[config.mk]
export PLATFORM = sky130hd
export DESIGN_NAME = stlb_plru_ctrl_flat
export DESIGN_NICKNAME = d
export VERILOG_FILES = /design/src/rtl/stlb_plru_ctrl_pkg.sv /design/src/rtl/stlb_plru_ctrl_if.sv /design/src/rtl/stlb_plru_ctrl_plru_tree.sv /design/src/rtl/stlb_plru_ctrl.sv /design/src/flat_wrapper.sv
export SDC_FILE = /design/constraint.sdc
export NUM_CORES = 1
export LEC_CHECK = 0
export CAP_MARGIN = 0
export CORE_ASPECT_RATIO = 1.75
export CORE_MARGIN = 4
export CORE_UTILIZATION = 40
export CTS_CLUSTER_SIZE = 14
export DETAILED_ROUTE_END_ITERATION = 7
export PLACE_DENSITY = 0.73
export SYNTH_ARGS = -nofsm -noshare
export SYNTH_HDL_FRONTEND = slang
export SYNTH_SLANG_ARGS = --single-unit
[constraint.sdc]
create_clock -name clk -period 3.1 [get_ports clk]
set_input_delay 0.62 -clock clk [delete_from_list [all_inputs] [get_ports clk]]
set_output_delay 0.62 -clock clk [all_outputs]
set_load 0.05 [all_outputs]
[src/rtl/stlb_plru_ctrl_pkg.sv]
// Shared definitions for the STLB replacement/invalidation controller.
// Holds default geometry, derived index widths and the flush FSM state type.
package tlb_pkg;

  localparam int unsigned DEF_NSET  = 8;
  localparam int unsigned DEF_NWAY  = 8;
  localparam int unsigned DEF_SPCID = 12;

  localparam int unsigned SET_W = $clog2(DEF_NSET);
  localparam int unsigned WAY_W = $clog2(DEF_NWAY);

  typedef enum logic [1:0] {
    IDLE  = 2'd0,
    FLUSH = 2'd1,
    DONE  = 2'd2
  } state_e;

endpackage

[src/rtl/stlb_plru_ctrl_if.sv]
// Bus between the lookup/fill pipeline (master) and the STLB replacement
// controller (slave).
//   hit_*      : lookup hit touch request
//   fill_*     : victim request / ready / ack with chosen way
//   flush_*    : flush start (pulse), mode, PCID, busy and done pulse
//   scan_set   : set currently walked by a flush, scan_pcid its way PCIDs
//   inv_en/inv_mask : invalidate strobe and way mask for scan_set
interface stlb_plru_ctrl_if #(
  parameter int unsigned NSET  = 8,
  parameter int unsigned NWAY  = 8,
  parameter int unsigned SPCID = 12
);
  localparam int unsigned SW = $clog2(NSET);
  localparam int unsigned WW = $clog2(NWAY);

  logic                  hit_valid;
  logic [SW-1:0]         hit_set;
  logic [WW-1:0]         hit_way;
  logic                  fill_req;
  logic [SW-1:0]         fill_set;
  logic                  fill_ready;
  logic                  fill_ack;
  logic [WW-1:0]         fill_way;
  logic                  flush_req;
  logic                  flush_all;
  logic [SPCID-1:0]      flush_pcid;
  logic                  flush_busy;
  logic                  flush_done;
  logic [SW-1:0]         scan_set;
  logic [NWAY*SPCID-1:0] scan_pcid;
  logic                  inv_en;
  logic [NWAY-1:0]       inv_mask;

  modport master (
    output hit_valid, hit_set, hit_way, fill_req, fill_set,
           flush_req, flush_all, flush_pcid, scan_pcid,
    input  fill_ready, fill_ack, fill_way, flush_busy, flush_done,
           scan_set, inv_en, inv_mask
  );

  modport slave (
    input  hit_valid, hit_set, hit_way, fill_req, fill_set,
           flush_req, flush_all, flush_pcid, scan_pcid,
    output fill_ready, fill_ack, fill_way, flush_busy, flush_done,
           scan_set, inv_en, inv_mask
  );
endinterface

[src/rtl/stlb_plru_ctrl_plru_tree.sv]
// plru_tree: combinational tree-PLRU helper for one set.
//   plru_i       : node bits, node n has children 2n+1 / 2n+2, 1 = right
//   way_i        : way to touch
//   victim_o     : leaf reached by following the node bits from the root
//   touch_mask_o : nodes on the path to way_i
//   touch_val_o  : values making those nodes point away from way_i
// Touch is returned as mask/value so callers can merge several touches
// with a chosen precedence.
module plru_tree #(
  parameter int unsigned NWAY = 8,
  localparam int unsigned WW  = $clog2(NWAY)
) (
  input  logic [NWAY-2:0] plru_i,
  input  logic [WW-1:0]   way_i,
  output logic [WW-1:0]   victim_o,
  output logic [NWAY-2:0] touch_mask_o,
  output logic [NWAY-2:0] touch_val_o
);

  // Each followed bit is also the next way-index bit, MSB first.
  always_comb begin : victim_walk
    int unsigned n;
    n        = 0;
    victim_o = '0;
    for (int unsigned l = 0; l < WW; l++) begin
      victim_o[WW-1-l] = plru_i[n];
      n = 2*n + 1 + 32'(plru_i[n]);
    end
  end

  always_comb begin : touch_walk
    int unsigned n;
    logic        b;
    n            = 0;
    touch_mask_o = '0;
    touch_val_o  = '0;
    for (int unsigned l = 0; l < WW; l++) begin
      b               = way_i[WW-1-l];
      touch_mask_o[n] = 1'b1;
      touch_val_o[n]  = ~b;
      n = 2*n + 1 + 32'(b);
    end
  end

endmodule

[src/rtl/stlb_plru_ctrl.sv]
// stlb_plru_ctrl: replacement and invalidation controller for STLB ways.
// Keeps per-set valid bits and tree-PLRU state, applies hit/fill touches,
// picks fill victims and walks all sets for PCID-selective/global flushes.
//   clk, rst_n : clock, asynchronous active-low reset
//   bus        : stlb_plru_ctrl_if.slave (hit, fill, flush, scan/invalidate)
// Build option STLB_INVALID_FIRST_EN: prefer the lowest invalid way as the
// victim; without it the PLRU victim is always used.
module stlb_plru_ctrl
  import tlb_pkg::*;
#(
  parameter int unsigned NSET  = DEF_NSET,
  parameter int unsigned NWAY  = DEF_NWAY,
  parameter int unsigned SPCID = DEF_SPCID
) (
  input  logic              clk,
  input  logic              rst_n,
  stlb_plru_ctrl_if.slave   bus
);

  localparam int unsigned SW = $clog2(NSET);
  localparam int unsigned WW = $clog2(NWAY);
  localparam int unsigned NN = NWAY - 1;

  state_e           state_q, state_d;
  logic [SW-1:0]    scan_q, scan_d;
  logic             flush_all_q;
  logic [SPCID-1:0] flush_pcid_q;
  logic             ack_q;
  logic [WW-1:0]    way_q;
  logic [NN-1:0]    plru_q  [NSET];
  logic [NN-1:0]    plru_d  [NSET];
  logic [NWAY-1:0]  valid_q [NSET];
  logic [NWAY-1:0]  valid_d [NSET];

  logic             idle, hit_acc, fill_acc, flush_start;
  logic [WW-1:0]    plru_victim, fill_way_sel, hit_victim_unused;
  logic [NN-1:0]    hit_mask, hit_val, fill_mask, fill_val;
  logic [NWAY-1:0]  inv_mask;

  assign idle        = (state_q == IDLE);
  assign flush_start = idle & bus.flush_req;
  assign hit_acc     = idle & bus.hit_valid;
  assign fill_acc    = idle & bus.fill_req & ~bus.flush_req;

  plru_tree #(.NWAY(NWAY)) u_hit_tree (
    .plru_i       (plru_q[bus.hit_set]),
    .way_i        (bus.hit_way),
    .victim_o     (hit_victim_unused),
    .touch_mask_o (hit_mask),
    .touch_val_o  (hit_val)
  );

  plru_tree #(.NWAY(NWAY)) u_fill_tree (
    .plru_i       (plru_q[bus.fill_set]),
    .way_i        (fill_way_sel),
    .victim_o     (plru_victim),
    .touch_mask_o (fill_mask),
    .touch_val_o  (fill_val)
  );

`ifdef STLB_INVALID_FIRST_EN
  // Scan downwards so the lowest invalid way is the last one written.
  always_comb begin
    fill_way_sel = plru_victim;
    for (int unsigned w = NWAY; w > 0; w--) begin
      if (!valid_q[bus.fill_set][w-1]) fill_way_sel = WW'(w-1);
    end
  end
`else
  assign fill_way_sel = plru_victim;
`endif

  always_comb begin
    for (int unsigned w = 0; w < NWAY; w++) begin
      inv_mask[w] = (state_q == FLUSH) & valid_q[scan_q][w] &
                    (flush_all_q | (bus.scan_pcid[w*SPCID +: SPCID] == flush_pcid_q));
    end
  end

  // Hit touch is applied first and the fill touch on top of it, so the
  // fill path wins on shared nodes; the victim already came from plru_q.
  always_comb begin
    for (int unsigned s = 0; s < NSET; s++) begin
      plru_d[s]  = plru_q[s];
      valid_d[s] = valid_q[s];
    end
    if (hit_acc) begin
      plru_d[bus.hit_set] = (plru_q[bus.hit_set] & ~hit_mask) | hit_val;
    end
    if (fill_acc) begin
      plru_d[bus.fill_set] = (plru_d[bus.fill_set] & ~fill_mask) | fill_val;
      valid_d[bus.fill_set][fill_way_sel] = 1'b1;
    end
    if (state_q == FLUSH) begin
      valid_d[scan_q] = valid_q[scan_q] & ~inv_mask;
    end
  end

  always_comb begin
    state_d = state_q;
    scan_d  = scan_q;
    case (state_q)
      IDLE: begin
        if (bus.flush_req) begin
          state_d = FLUSH;
          scan_d  = '0;
        end
      end
      FLUSH: begin
        if (scan_q == SW'(NSET-1)) begin
          state_d = DONE;
          scan_d  = '0;
        end else begin
          scan_d = scan_q + SW'(1);
        end
      end
      DONE:    state_d = IDLE;
      default: state_d = IDLE;
    endcase
  end

  always_ff @(posedge clk or negedge rst_n) begin
    if (!rst_n) begin
      state_q      <= IDLE;
      scan_q       <= '0;
      flush_all_q  <= 1'b0;
      flush_pcid_q <= '0;
      ack_q        <= 1'b0;
      way_q        <= '0;
      for (int unsigned s = 0; s < NSET; s++) begin
        plru_q[s]  <= '0;
        valid_q[s] <= '0;
      end
    end else begin
      state_q <= state_d;
      scan_q  <= scan_d;
      ack_q   <= fill_acc;
      if (fill_acc) way_q <= fill_way_sel;
      if (flush_start) begin
        flush_all_q  <= bus.flush_all;
        flush_pcid_q <= bus.flush_pcid;
      end
      plru_q  <= plru_d;
      valid_q <= valid_d;
    end
  end

  assign bus.fill_ready = idle;
  assign bus.fill_ack   = ack_q;
  assign bus.fill_way   = way_q;
  assign bus.flush_busy = (state_q == FLUSH);
  assign bus.flush_done = (state_q == DONE);
  assign bus.scan_set   = scan_q;
  assign bus.inv_en     = (state_q == FLUSH);
  assign bus.inv_mask   = inv_mask;

endmodule
[src/flat_wrapper.sv]
// flat-port wrapper written by rule: the top's interface ports become plain ports
module stlb_plru_ctrl_flat import tlb_pkg::*;
#(
  parameter int unsigned NSET  = DEF_NSET,
  parameter int unsigned NWAY  = DEF_NWAY,
  parameter int unsigned SPCID = DEF_SPCID
)
  (clk, rst_n, bus_hit_valid, bus_hit_set, bus_hit_way, bus_fill_req, bus_fill_set, bus_flush_req, bus_flush_all, bus_flush_pcid, bus_scan_pcid, bus_fill_ready, bus_fill_ack, bus_fill_way, bus_flush_busy, bus_flush_done, bus_scan_set, bus_inv_en, bus_inv_mask);
  stlb_plru_ctrl_if #(.NSET(NSET), .NWAY(NWAY), .SPCID(SPCID)) bus_i ();
  input  logic clk;
  input  logic rst_n;
  input wire logic [$bits(bus_i.hit_valid)-1:0] bus_hit_valid;
  input wire logic [$bits(bus_i.hit_set)-1:0] bus_hit_set;
  input wire logic [$bits(bus_i.hit_way)-1:0] bus_hit_way;
  input wire logic [$bits(bus_i.fill_req)-1:0] bus_fill_req;
  input wire logic [$bits(bus_i.fill_set)-1:0] bus_fill_set;
  input wire logic [$bits(bus_i.flush_req)-1:0] bus_flush_req;
  input wire logic [$bits(bus_i.flush_all)-1:0] bus_flush_all;
  input wire logic [$bits(bus_i.flush_pcid)-1:0] bus_flush_pcid;
  input wire logic [$bits(bus_i.scan_pcid)-1:0] bus_scan_pcid;
  output wire logic [$bits(bus_i.fill_ready)-1:0] bus_fill_ready;
  output wire logic [$bits(bus_i.fill_ack)-1:0] bus_fill_ack;
  output wire logic [$bits(bus_i.fill_way)-1:0] bus_fill_way;
  output wire logic [$bits(bus_i.flush_busy)-1:0] bus_flush_busy;
  output wire logic [$bits(bus_i.flush_done)-1:0] bus_flush_done;
  output wire logic [$bits(bus_i.scan_set)-1:0] bus_scan_set;
  output wire logic [$bits(bus_i.inv_en)-1:0] bus_inv_en;
  output wire logic [$bits(bus_i.inv_mask)-1:0] bus_inv_mask;
  assign bus_i.hit_valid = bus_hit_valid;
  assign bus_i.hit_set = bus_hit_set;
  assign bus_i.hit_way = bus_hit_way;
  assign bus_i.fill_req = bus_fill_req;
  assign bus_i.fill_set = bus_fill_set;
  assign bus_i.flush_req = bus_flush_req;
  assign bus_i.flush_all = bus_flush_all;
  assign bus_i.flush_pcid = bus_flush_pcid;
  assign bus_i.scan_pcid = bus_scan_pcid;
  assign bus_fill_ready = bus_i.fill_ready;
  assign bus_fill_ack = bus_i.fill_ack;
  assign bus_fill_way = bus_i.fill_way;
  assign bus_flush_busy = bus_i.flush_busy;
  assign bus_flush_done = bus_i.flush_done;
  assign bus_scan_set = bus_i.scan_set;
  assign bus_inv_en = bus_i.inv_en;
  assign bus_inv_mask = bus_i.inv_mask;
  stlb_plru_ctrl #(.NSET(NSET), .NWAY(NWAY), .SPCID(SPCID)) u_core (.clk(clk), .rst_n(rst_n), .bus(bus_i));
endmodule
==> flow_summary.toml, run 1 <==
[status]
status = "finished clean"

[hold_path]
hp-class = "input port to async pin"

[power_and_ir_drop]
p_leak_nw = 5.81
seqPwrFrac_pct = 30.6
clkPwrFrac_pct = 18.2
switching_share_pct = 43.1
p_total_mw = 12.4
intPower_mw = 7.03
ir_worst_vdd_mv = 0.705
p_switching_mw = 5.33
combPwrFrac_pct = 51.2
power_density_mw_per_mm2 = 900

[sta]
finalHoldViolations = 0
fmax_ghz = 0.334
relSlewSlack_pct = 28.0
rsz0062_at_grt = "no"
finalCritPeriodShare_pct = 96.5
timing.final.max_slew_violations = 0
setup_viol = 0
finClkSkew_ns = 0.00912
worst_pin_slew_ns = 1.08
min_period_ns = 2.99
tns_ns = 0

[logic_synthesis]
synth_cells = 1133
synthTopCellsByCount = "155 x nand2_1, 142 x dfrtp_1, 108 x a21oi_1, 98 x xnor2_1, 89 x o21ai_0"
ys_warn_count = 0
synthArstFlopShare_pct = 100
syn_area_mm2 = 0.00998
synthDistinctLibCells = 65
synth_area_leader_cell = "dfrtp_1"
synth_ff_type = "dfrtp_1"
avgSynthCellArea_um2 = 8.81
synth_fp_nets = 1263
yosysSeqAreaShare_pct = 35.6
yosysMostFrequentCell = "nand2_1"
synthTopCellsByArea = "dfrtp_1 36%, xnor2_1 8.6%, mux2i_1 7.9%, nand2_1 5.8%, a21oi_1 5.4%"
synth_top_cell_area_share_pct = 35.6
synth_edf_count = 0
ys_seq_elements = 142

[clock_network]
cts.reportedPaths.clkPinSlew_ns = 0.06
h-tree-depth = 4
cts_num_sinks = 142
cts_root_buf = "clkbuf_16"
numCtsBuffers = 17
insertion_delay_ns = 0.45
cts_tree = "built"
clock_path_buffers = 2
postCtsHoldBufs = 0

[detailed_routing]
wl_mm = 42.0
drc = 0
viasPerCell = 6.03
num_vias = 10477
drtPass1Iterations = 6
wl_per_cell_um = 24.2
antenna_left = 0
drt_iter0_drc = 944

[finish]
syn2layout_area_growth_pct = 37.5
stdcell_count = 1737
drive_gt1_share_pct = 22.0
final_util_pct = 55.7
regArea_mm2 = 0.00356
multi_input_area_mm2 = 0.00608
fillers = 2195
diodes = 0
final_area_mm2 = 0.0137
final_nets = 1543

[floorplan]
rows = 76
die_w_um = 127
coreArea_mm2 = 0.0246
dieArea_mm2 = 0.0277
die_y_um = 217
initial_core_util_pct = 40.5
io_pins = 142

[worst_setup_path]
reg2reg_depth = 7
r2r-end = "u_core.plru_q[51]$_DFF_PN0_"
worstSetupPathType = "register to primary output"
timing.rr.start = "u_core.state_q[0]$_DFFE_PN0P_"
end_kind = "primary output"
critPathMaxFanout = 9
crit_required_ns = 2.48
startpoint_type = "register"
critPathArrivalTime_ns = 2.37
reg2reg_slack_ns = 0.24

[global_route]
grt_max_degree = 63
grt_pass1_vias = 10792
antenna_found_initial = 0
overflow = 0
grt_first_pass_wirelength_mm = 63.2
track_usage_pct = 30.5

[placed_design]
gp_congestion = 1.08
hpwl_mm = 32.5
io_buffers = 141
dp_cells = 1706
dpl-instance-area_mm2 = 0.0131

[flow_run]
max_cap_viol_count = 0
[critical path, cell delays in order (launching register included)]
cell and delay [ns]:
dfrtp_1 0.50, buf_4 0.20, nand2b_1 0.34, inv_4 0.21, o21ai_0 0.21, nor2b_2 0.24
buf_4 0.23
[per-layer routing]
metal | GRT usage (%) | part of all wire (%) | up-vias
li1 | - | - | 4678
met1 | 30.2 | 33 | 4971
met2 | 54.4 | 51 | 627
met3 | 6.56 | 7.1 | 201
met4 | 23.2 | 9.0 | 0
met5 | 0 | 0 | -
[area by class of cell]
type | count | share of cell area, %
Clock inverter | 9 | 1.15
Inverter | 9 | 0.264
Timing Repair Buffer | 340 | 22.1
Sequential cell | 142 | 25.9
Tap cell | 312 | 2.84
Clock buffer | 22 | 3.45
Multi-Input combinational cell | 903 | 44.3
[per-stage QoR]
| stage | hold WS [ns] | setup slack (ns) |
|---|---|---|
| finish | 0.175 | 0.108 |
| global route | 0.218 | 0.00311 |
| CTS | 0.188 | 0.0192 |
| detailed placement | 0.517 | -0.264 |
| global placement | 0.469 | -0.231 |
| floorplan | 0.324 | -0.0460 |
[cell usage in the layout, fill, tap and decap left out, types with 5 or more instances in the layout]
master           synthesis  final
dfrtp_1                142    139
nor2b_1                 20     15
nand2_1                155    155
o21ai_0                 89     89
a31oi_1                  9      9
nor2_1                  66     63
and2_1                   8      8
xnor2_1                 98     98
o21ai_1                 12     12
mux2i_1                 79     79
inv_1                    7      6
clkbuf_16                0     17
a22oi_1                  6      6
buf_12                   0     12
a211oi_1                32     32
a221oi_1                 7      7
nor2_2                   3      6
nor3_1                  15     14
nand2b_1                 6      6
buf_4                    5    197
mux4_2                  21     21
o22ai_1                 13     13
a2111oi_0                5      5
nand4_1                 29     29
ha_1                     7      7
nand3_1                 30     30
clkdlybuf4s50_1          0    130
a21oi_1                108    108
mux2_2                  19     19
[state kept, by name, indices dropped and copies added (netlist names)]
signal / count
u_core.flush_pcid_q: 12
u_core.bus.scan_set: 3
u_core.flush_all_q: 1
u_core.bus.fill_ack: 1
u_core.state_q: 2
u_core.plru_q: 56
u_core.valid_q: 64
u_core.bus.fill_way: 3
[power by group through the flow]
stage	clock network [mW]	registers, mW	logic, mW
after floorplan	0	3.25	4.24
after global placement	0	3.72	6.13
after detailed placement	0	3.76	6.25
after CTS	2.25	3.73	6.28
after global routing	2.34	3.85	6.87
final	2.25	3.78	6.33
[worst max-delay path by stage]
stage / from / end / slack, ns / depth (start not counted)
after floorplan: u_core.bus.scan_set[1]$_DFFE_PN0P_ / bus_inv_mask[0] / -0.05 / 6
after global placement: bus_hit_set[2] / u_core.plru_q[43]$_DFF_PN0_ / -0.23 / 11
after detailed placement: bus_hit_set[1] / u_core.plru_q[37]$_DFF_PN0_ / -0.26 / 8
after CTS: u_core.flush_pcid_q[1]$_DFFE_PN0P_ / bus_inv_mask[7] / 0.02 / 6
after global routing: bus_hit_set[1] / u_core.plru_q[51]$_DFF_PN0_ / 0.003 / 8
final: u_core.state_q[1]$_DFFE_PN0P_ / bus_inv_mask[7] / 0.11 / 6
[kinds of logic (layout without fill, tap and decap cells)]
kind of cell	after synthesis	in the layout	synth area share, %
compound gates	323	323	19.6
xor+xnor	98	98	8.60
fa+ha+maj	7	7	0.877
simple gates	356	356	16.6
buf+inv	88	380	3.96
flops	142	142	35.6
mux	119	119	14.8
[what timing repair did]
action	4_1_cts	5_1_grt
resized for setup	1	5
setup buffers	0	0
setup endpoints to repair	4	2
Power figures use the tool's default switching activity.
==> run 2: changes to the inputs <==
CORE_MARGIN = 2   (was 4)
SETUP_SLACK_MARGIN = 0.3   (was default)
==> run 2 against run 1 <==
  * Highest routed layer unchanged
  * Setup slack improved by 0.15 ns
  * Combinational power increased by 21%
  * Utilization increased by 3.6 points
  * Sequential power decreased by 4%
  * Worst hold slack improved by 0.0037 ns
  * Clock skew decreased by 0.0021 ns
  * Register-to-register slack improved by 0.19 ns
  * Sequential share of layout area decreased by 1.3 points
==> flow_summary.toml, run 2 (synthesized netlist as in run 1, its figures left out) <==
[power_and_ir_drop]
ir_worst_vdd_mv = 0.526
power_density_mw_per_mm2 = 924
p_switching_mw = 5.78
clkPwrFrac_pct = 16.4
intPower_mw = 7.67
combPwrFrac_pct = 56.8
seqPwrFrac_pct = 26.9
p_leak_nw = 6.16
switching_share_pct = 43.0

[clock_network]
insertion_delay_ns = 0.43
postCtsHoldBufs = 0
clock_path_buffers = 2
cts.reportedPaths.clkPinSlew_ns = 0.06
cts_tree = "built"
numCtsBuffers = 17
cts_num_sinks = 142
h-tree-depth = 4
cts_root_buf = "clkbuf_16"

[worst_setup_path]
critPathMaxFanout = 8
end_kind = "primary output"
reg2reg_slack_ns = 0.43
worstSetupPathType = "register to primary output"
timing.rr.start = "u_core.state_q[0]$_DFFE_PN0P_"
reg2reg_depth = 9
startpoint_type = "register"
critPathArrivalTime_ns = 2.23
crit_required_ns = 2.48
r2r-end = "u_core.plru_q[46]$_DFF_PN0_"

[status]
status = "finished clean"

[finish]
largest_reg_flops = 64
drive_gt1_share_pct = 28.4
syn2layout_area_growth_pct = 45.8
stdcell_count = 1781
largest-register = "u_core.valid_q"
layout_commonest_cell = "buf_4"
final_nets = 1586
top_regs = "u_core.valid_q (64), u_core.plru_q (56), u_core.flush_pcid_q (12)"
final_util_pct = 59.3
diodes = 0
final_area_mm2 = 0.0146
fillers = 2081
mostFrequentLayoutCells = "219 x buf_4, 151 x nand2_1, 126 x dfrtp_1"

[hold_path]
hp-class = "input port to async pin"

[sta]
finalHoldViolations = 0
finClkSkew_ns = 0.00701
timing.final.max_slew_violations = 0
setup_viol = 0
rsz0062_at_grt = "yes"
finalCritPeriodShare_pct = 91.8
worst_pin_slew_ns = 0.712
fmax_ghz = 0.351
min_period_ns = 2.85
relSlewSlack_pct = 52.4

[floorplan]
rows = 76
die_y_um = 213
io_pins = 142
coreArea_mm2 = 0.0245
die_w_um = 123
dieArea_mm2 = 0.0263
initial_core_util_pct = 40.7

[placed_design]
gp_congestion = 1.11
dp_cells = 1712
io_buffers = 141
hpwl_mm = 32.7
dpl-instance-area_mm2 = 0.0132

[flow_run]
max_cap_viol_count = 0

[detailed_routing]
drt_iter0_drc = 988
antenna_left = 0
drc = 0
viasPerCell = 6.03
wl_mm = 43.1
wl_per_cell_um = 24.2
num_vias = 10735
drtPass1Iterations = 8

[global_route]
antenna_found_initial = 0
grt_first_pass_wirelength_mm = 64.2
overflow = 0
grt_pass1_vias = 11223
grt_max_degree = 70
track_usage_pct = 33.5
## run 2: metrics by stage
step                      hold slack [ns]  TNS, ns  worst slack, ns  total power [mW]
after floorplan                     0.324        0            0.350              7.52
after global placement              0.463    -9.88           -0.247              9.93
after detailed placement            0.475   -11.71           -0.279              10.1
after CTS                           0.202        0            0.259              12.8
after global routing                0.227        0            0.210              14.1
final                               0.179        0            0.254              13.4
## run 2: routing by layer
metal	part of all wire [%]	vias up	routed length (um)	track usage, %
met4	13	0	5400	34.0
met5	0	-	0	0
met2	49	659	21300	57.0
met1	32	5042	13600	32.3
met3	6.5	275	2790	6.36
li1	-	4759	-	-
## run 2: worst max path at each step
stage                                                  start                           to  slack, ns  depth (start not counted)
after floorplan                               bus_hit_set[1]  u_core.plru_q[37]$_DFF_PN0_       0.35                          8
after global placement                         bus_hit_valid  u_core.plru_q[47]$_DFF_PN0_      -0.25                         10
after detailed placement                       bus_hit_valid   u_core.plru_q[5]$_DFF_PN0_      -0.28                         10
after CTS                 u_core.bus.scan_set[1]$_DFFE_PN0P_              bus_inv_mask[4]       0.26                          6
after global routing      u_core.bus.scan_set[1]$_DFFE_PN0P_              bus_inv_mask[6]       0.21                          6
final                     u_core.bus.scan_set[1]$_DFFE_PN0P_              bus_inv_mask[6]       0.25                          6
## run 2: critical path, cell delays in order, from the launching register on
cell	delay [ns]
dfrtp_4	0.53
buf_8	0.17
buf_8	0.13
mux4_2	0.53
mux2i_4	0.19
nor2_2	0.07
buf_12	0.16
## run 2: power by group through the flow
stage                     sequential, mW  combinational (mW)  clock (mW)
final                               3.61                7.63        2.20
after global routing                3.67                8.13        2.31
after CTS                           3.59                7.02        2.21
after detailed placement            3.68                6.41           0
after global placement              3.65                6.28           0
after floorplan                     3.25                4.27           0
## run 2: final cells by class
class | count | area (um^2) | share of cell area, %
clock inverters | 12 | 185 | 1.27
inverters | 9 | 33.8 | 0.232
well taps | 312 | 390 | 2.68
clock buffers | 20 | 437 | 3.00
multi-input cells | 903 | 6400 | 44.0
repair buffers | 383 | 3530 | 24.2
flip-flops and latches | 142 | 3580 | 24.6
## run 2: repair_timing
item | CTS | global route
gates resized for setup | 65 | 58
buffers inserted | 20 | 16
cloned | 0 | 1
pin swaps | 10 | 20
endpoints found under the setup margin | 55 | 70
